[config.mk]
export PLATFORM = sky130hd
export DESIGN_NAME = fifo_gather_wide
export DESIGN_NICKNAME = d
export VERILOG_FILES = /design/src/rtl/fifo_gather_wide.sv
export SDC_FILE = /design/constraint.sdc
export NUM_CORES = 1
export LEC_CHECK = 0
export CAP_MARGIN = 20
export CORE_MARGIN = 2
export CORE_UTILIZATION = 38
export CTS_CLUSTER_DIAMETER = 150
export DETAILED_ROUTE_END_ITERATION = 10
export PLACE_DENSITY = 0.53
export SKIP_CTS_REPAIR_TIMING = 1
export SYNTH_ARGS = -nofsm -noshare
export SYNTH_HDL_FRONTEND = slang
export SYNTH_SLANG_ARGS = --single-unit
[constraint.sdc]
create_clock -name clk -period 6.9 [get_ports clk]
set_clock_uncertainty 0.05 [all_clocks]
set_input_delay 1.38 -clock clk [delete_from_list [all_inputs] [get_ports clk]]
set_output_delay 1.38 -clock clk [all_outputs]
set_load 0.005 [all_outputs]
[src/rtl/fifo_gather_wide.sv]
// Gathering FIFO: RATIO narrow W_IN-bit writes form one wide entry, DEPTH entries buffered FWFT.
// Optional partial-entry flush enabled by defining FIFO_GATHER_FLUSH_EN.
module fifo_gather_wide #(
    parameter int W_IN  = 16,
    parameter int RATIO = 2,
    parameter int DEPTH = 16
) (
    input  logic                       clk,
    input  logic                       rst,
    input  logic [W_IN-1:0]            i_wr_data,
    input  logic                       i_wr_en,
    input  logic                       i_flush,
    output logic                       o_full,
    output logic [W_IN*RATIO-1:0]      o_rd_data,
    output logic [RATIO-1:0]           o_rd_mask,
    input  logic                       i_rd_en,
    output logic                       o_empty,
    output logic [$clog2(DEPTH+1)-1:0] o_count
);

    localparam int W_OUT = W_IN * RATIO;
    localparam int LW    = $clog2(RATIO);
    localparam int FW    = LW + 1;
    localparam int PW    = $clog2(DEPTH);
    localparam int CW    = $clog2(DEPTH + 1);
`ifdef FIFO_GATHER_FLUSH_EN
    localparam int RW    = W_OUT + RATIO;
`else
    localparam int RW    = W_OUT;
`endif
    localparam logic [LW-1:0] LAST_LANE = LW'(RATIO - 1);

    logic [LW-1:0]    lane_q, lane_d;
    logic [W_OUT-1:0] acc_q, acc_d;
    logic [PW-1:0]    wr_ptr_q, rd_ptr_q;
    logic [CW-1:0]    count_q, count_d;
    logic             full_q, empty_q;
    logic [RW-1:0]    mem_q [DEPTH];

    logic [W_OUT-1:0] acc_wr_s;
    logic [W_OUT-1:0] push_data_s;
    logic [FW-1:0]    filled_s;
    logic [RATIO-1:0] mask_s;
    logic [RW-1:0]    wr_entry_s;
    logic [RW-1:0]    rd_entry_s;
    logic             push_s, pop_s, flush_s;

`ifdef FIFO_GATHER_FLUSH_EN
    assign flush_s    = i_flush;
    assign wr_entry_s = {push_data_s, mask_s};
    assign o_rd_data  = rd_entry_s[RW-1 -: W_OUT];
    assign o_rd_mask  = rd_entry_s[RATIO-1:0];
`else
    logic unused_s;
    assign flush_s    = 1'b0;
    assign unused_s   = ^{i_flush, mask_s};
    assign wr_entry_s = push_data_s;
    assign o_rd_data  = rd_entry_s;
    assign o_rd_mask  = {RATIO{1'b1}};
`endif

    assign rd_entry_s = mem_q[rd_ptr_q];
    assign pop_s      = i_rd_en & ~empty_q;
    assign o_full     = full_q;
    assign o_empty    = empty_q;
    assign o_count    = count_q;

    // Accumulator with the incoming word merged into the current lane (lane 0 is the MS lane)
    always_comb begin
        acc_wr_s = acc_q;
        for (int k = 0; k < RATIO; k++) begin
            if (lane_q == LW'(k)) begin
                acc_wr_s[W_OUT-1-k*W_IN -: W_IN] = i_wr_data;
            end else begin
                acc_wr_s[W_OUT-1-k*W_IN -: W_IN] = acc_q[W_OUT-1-k*W_IN -: W_IN];
            end
        end
    end

    // Lane/accumulator next state and push decision; nothing is admitted while full
    always_comb begin
        push_s      = 1'b0;
        push_data_s = acc_wr_s;
        filled_s    = FW'(RATIO);
        lane_d      = lane_q;
        acc_d       = acc_q;
        if (!full_q) begin
            if (i_wr_en) begin
                if (lane_q == LAST_LANE) begin
                    push_s = 1'b1;
                    lane_d = '0;
                    acc_d  = '0;
                end else if (flush_s) begin
                    push_s   = 1'b1;
                    filled_s = {1'b0, lane_q} + FW'(1);
                    lane_d   = '0;
                    acc_d    = '0;
                end else begin
                    acc_d  = acc_wr_s;
                    lane_d = lane_q + LW'(1);
                end
            end else if (flush_s && (lane_q != '0)) begin
                push_s      = 1'b1;
                push_data_s = acc_q;
                filled_s    = {1'b0, lane_q};
                lane_d      = '0;
                acc_d       = '0;
            end else begin
                lane_d = lane_q;
            end
        end else begin
            lane_d = lane_q;
        end
    end

    // Lane mask: the top 'filled' bits are valid lanes
    always_comb begin
        mask_s = '0;
        for (int k = 0; k < RATIO; k++) begin
            mask_s[RATIO-1-k] = (FW'(k) < filled_s);
        end
    end

    // Occupancy next state
    always_comb begin
        case ({push_s, pop_s})
            2'b10:   count_d = count_q + CW'(1);
            2'b01:   count_d = count_q - CW'(1);
            default: count_d = count_q;
        endcase
    end

    // Control state registers
    always_ff @(posedge clk) begin
        if (rst) begin
            lane_q   <= '0;
            acc_q    <= '0;
            wr_ptr_q <= '0;
            rd_ptr_q <= '0;
            count_q  <= '0;
            full_q   <= 1'b0;
            empty_q  <= 1'b1;
        end else begin
            lane_q  <= lane_d;
            acc_q   <= acc_d;
            count_q <= count_d;
            full_q  <= (count_d == CW'(DEPTH));
            empty_q <= (count_d == '0);
            if (push_s) begin
                wr_ptr_q <= wr_ptr_q + PW'(1);
            end
            if (pop_s) begin
                rd_ptr_q <= rd_ptr_q + PW'(1);
            end
        end
    end

    // Entry storage, deliberately not reset
    always_ff @(posedge clk) begin
        if (push_s) begin
            mem_q[wr_ptr_q] <= wr_entry_s;
        end
    end

endmodule

==> results.toml <==
[status]
status = "completed"

[synthesis]
syn_avg_cell_area_um2 = 22.1
yosysWarnings = 0
syn_area_um2 = 21800
synth_cell_types = 40
yosysSeqAreaShare = 0.752
synth_edf_count = 512
synth_flop_cell = "edfxtp_1"
synthCells = 986
ys_async_sr_fraction = 0
yosys_register_bits = 564

[global_routing]
grt_pass1_vias = 10400
grt-ovfl-total = 0
grt_usage = 0.171
grt_max_degree = 85
grt_antenna_before_repair = 0
grt_first_pass_wirelength_um = 72700

[worst_setup_path]
crit_type = "reg -> out"
cp.arrival_ns = 3.58
path_max_fanout = 84
endpoint_kind = "output port"
rr_startpoint = "o_full"
start_kind = "flop"
required_ns = 5.47

[drt]
ant_nets = 0
routed_via_density = 5.39
wl_per_cell_um = 26.8
wl_met3_um = 2070
routed.top_layer = "met4"
drc = 0
wl_met2_um = 24500
detail_route.iter0.violations = 962
wl_met1_um = 22900
vias = 10100
drt_pre_antenna_iters = 7
wirelength_um = 50300

[placed_design]
place_inst = 1769
place.gp.congestion = 0.723
place_area_um2 = 23400
io_buffers = 58
dp_hpwl_um = 27200

[timing]
tns_ns = 0
period_needed_ns = 5.01
slew_viol_final = 0
finalSetupViolCount = 0
fin_crit_sh = 0.727
clock.fmax_ghz = 0.199
rsz0062_at_grt = "no"
tightest_slew_ns = 1.01
slew_headroom = 0.322
hold_viol = 0

[clock_network]
h-tree-depth = 2
tritoncts = "yes"
root_buffer = "clkbuf_16"
cts.clk_slew.worst_paths_ns = 0.06
numCtsBuffers = 59
clock_latency_ns = 0.61
cts.sinks = 564
cts_buffer_depth = 3

[min_path]
hold_class = "reg -> reg"
worstHoldStart = "acc_q[20]"

[die]
dieArea_um2 = 59400
start_util = 0.386
io_pins = 62
die_x_um = 244
rows = 87
core_area_um2 = 56600
die-height_um = 244

[pwr]
vdd_drop_max_v = 0.000184
p_total_mw = 7.75
powerDensity_nw_per_um2 = 307
p_leak_nw = 7.87

[cells_and_area]
final_cells = 1878
final_net_count = 1102
fill_cells = 4816
seq_area_um2 = 16400
syn2layout_area_growth_pct = 15.7
design_area_um2 = 25200
drive_gt1_frac = 0.262
multi_input_area_um2 = 5170

[job]
maxCapViolations = 0
-- power by group --
part	switching (mW)	internal [mW]
clock	1.29	1.73
sequential	0.0513	3.83
combinational	0.402	0.444
-- cells in the mapped netlist, types with 2 or more instances --
library cell  instances  area (µm²)
edfxtp_1            512       15400
nor2b_1               3        18.8
xnor2_1               5        43.8
nand3b_1             16         120
mux4_1               28         736
buf_4                 2        15.0
a21oi_1              22         110
xor2_1                8        70.1
buf_6                14         158
buf_1                11        41.3
ha_1                  7        87.6
o211ai_1              2        15.0
buf_2                 2        10.0
a31oi_1               3        18.8
inv_1                 4        15.0
a21o_1                2        15.0
mux4_2              132        2970
mux2_2               32         360
dfxtp_1              52        1040
nor3_1                6        30.0
nand2b_1              4        25.0
clkbuf_1             29         109
and3_1               16         100
nand2_1              26        97.6
nor2_1               29         109
or3b_2                2        17.5
nand4_1               4        25.0
-- metal layers --
| metal | track usage | up-vias |
|---|---|---|
| met5 | 0 | - |
| met4 | 0.0391 | 0 |
| met3 | 0.0281 | 64 |
| met2 | 0.276 | 228 |
| met1 | 0.244 | 5518 |
| li1 | - | 4314 |
-- registers in the layout, summed over array words and instances (netlist names), named ones only --
signal / count
o_count: 5
o_full: 1
o_empty: 1
lane_q: 1
wr_ptr_q: 4
mem_q: 512
rd_ptr_q: 4
acc_q: 32
-- final cells by class --
cell class              count  area share
clock buffers              83      0.0653
repair buffers             85      0.0338
clock inverters            25     0.00733
multi-input cells         359       0.205
flip-flops and latches    564       0.651
well taps                 756      0.0375
diodes                      1   0.0000991
inverters                   5    0.000743
-- critical path, stage by stage (launching register included) --
cell	delay, ns
dfxtp_4	0.63
buf_12	0.54
mux4_1	0.65
mux4_2	0.51
clkdlybuf4s50_1	0.47
-- per-stage QoR --
step	utilization	worst slack, ns	hold slack (ns)
6_report	0.446	1.89	0.402
3_5_place_dp	0.414	2.03	0.394
2_1_floorplan	-	2.29	0.383
5_1_grt	0.446	1.66	0.424
3_3_place_gp	0.412	2.01	0.389
4_1_cts	0.446	1.81	0.403
-- path summary, 6_finish.rpt --
check / slack (ns) / end / cells past startpoint
max: 1.89 / o_rd_data[14] / 4
min: 0.40 / acc_q[20] / 2
max reg2reg: 3.57 / o_empty / 8
min reg2reg: 0.40 / acc_q[20] / 2
-- cells in the final DEF (no fill, tap or decap), types with 3 or more instances in the layout --
| cell | count |
|---|---|
| inv_1 | 4 |
| clkinv_2 | 7 |
| xor2_1 | 8 |
| nand2b_1 | 4 |
| a31oi_1 | 3 |
| clkbuf_1 | 17 |
| and3_1 | 16 |
| nor2_4 | 12 |
| mux4_2 | 132 |
| dfxtp_4 | 3 |
| ha_1 | 7 |
| nand4_1 | 4 |
| edfxtp_1 | 512 |
| nor3_2 | 4 |
| buf_4 | 22 |
| mux4_1 | 28 |
| nor2_1 | 17 |
| nor2b_1 | 3 |
| mux2_2 | 32 |
| nand3b_1 | 16 |
| clkdlybuf4s50_1 | 58 |
| clkbuf_8 | 6 |
| clkbuf_16 | 60 |
| clkinv_1 | 12 |
| a21oi_1 | 22 |
| dfxtp_1 | 47 |
| xnor2_1 | 5 |
| buf_12 | 4 |
| nand2_1 | 26 |
-- logic make-up after synthesis --
logic type | count (synthesis) | share of synthesized area
DFF | 564 | 0.752
muxes | 193 | 0.187
and+or+nand+nor | 111 | 0.0265
buffers and inverters | 64 | 0.0163
AOI/OAI and AO/OA | 33 | 0.00871
xor gates and xnor gates | 13 | 0.00522
adders and majority gates | 7 | 0.00401
other | 1 | 0.000172
(Power assumes the default switching activity.)
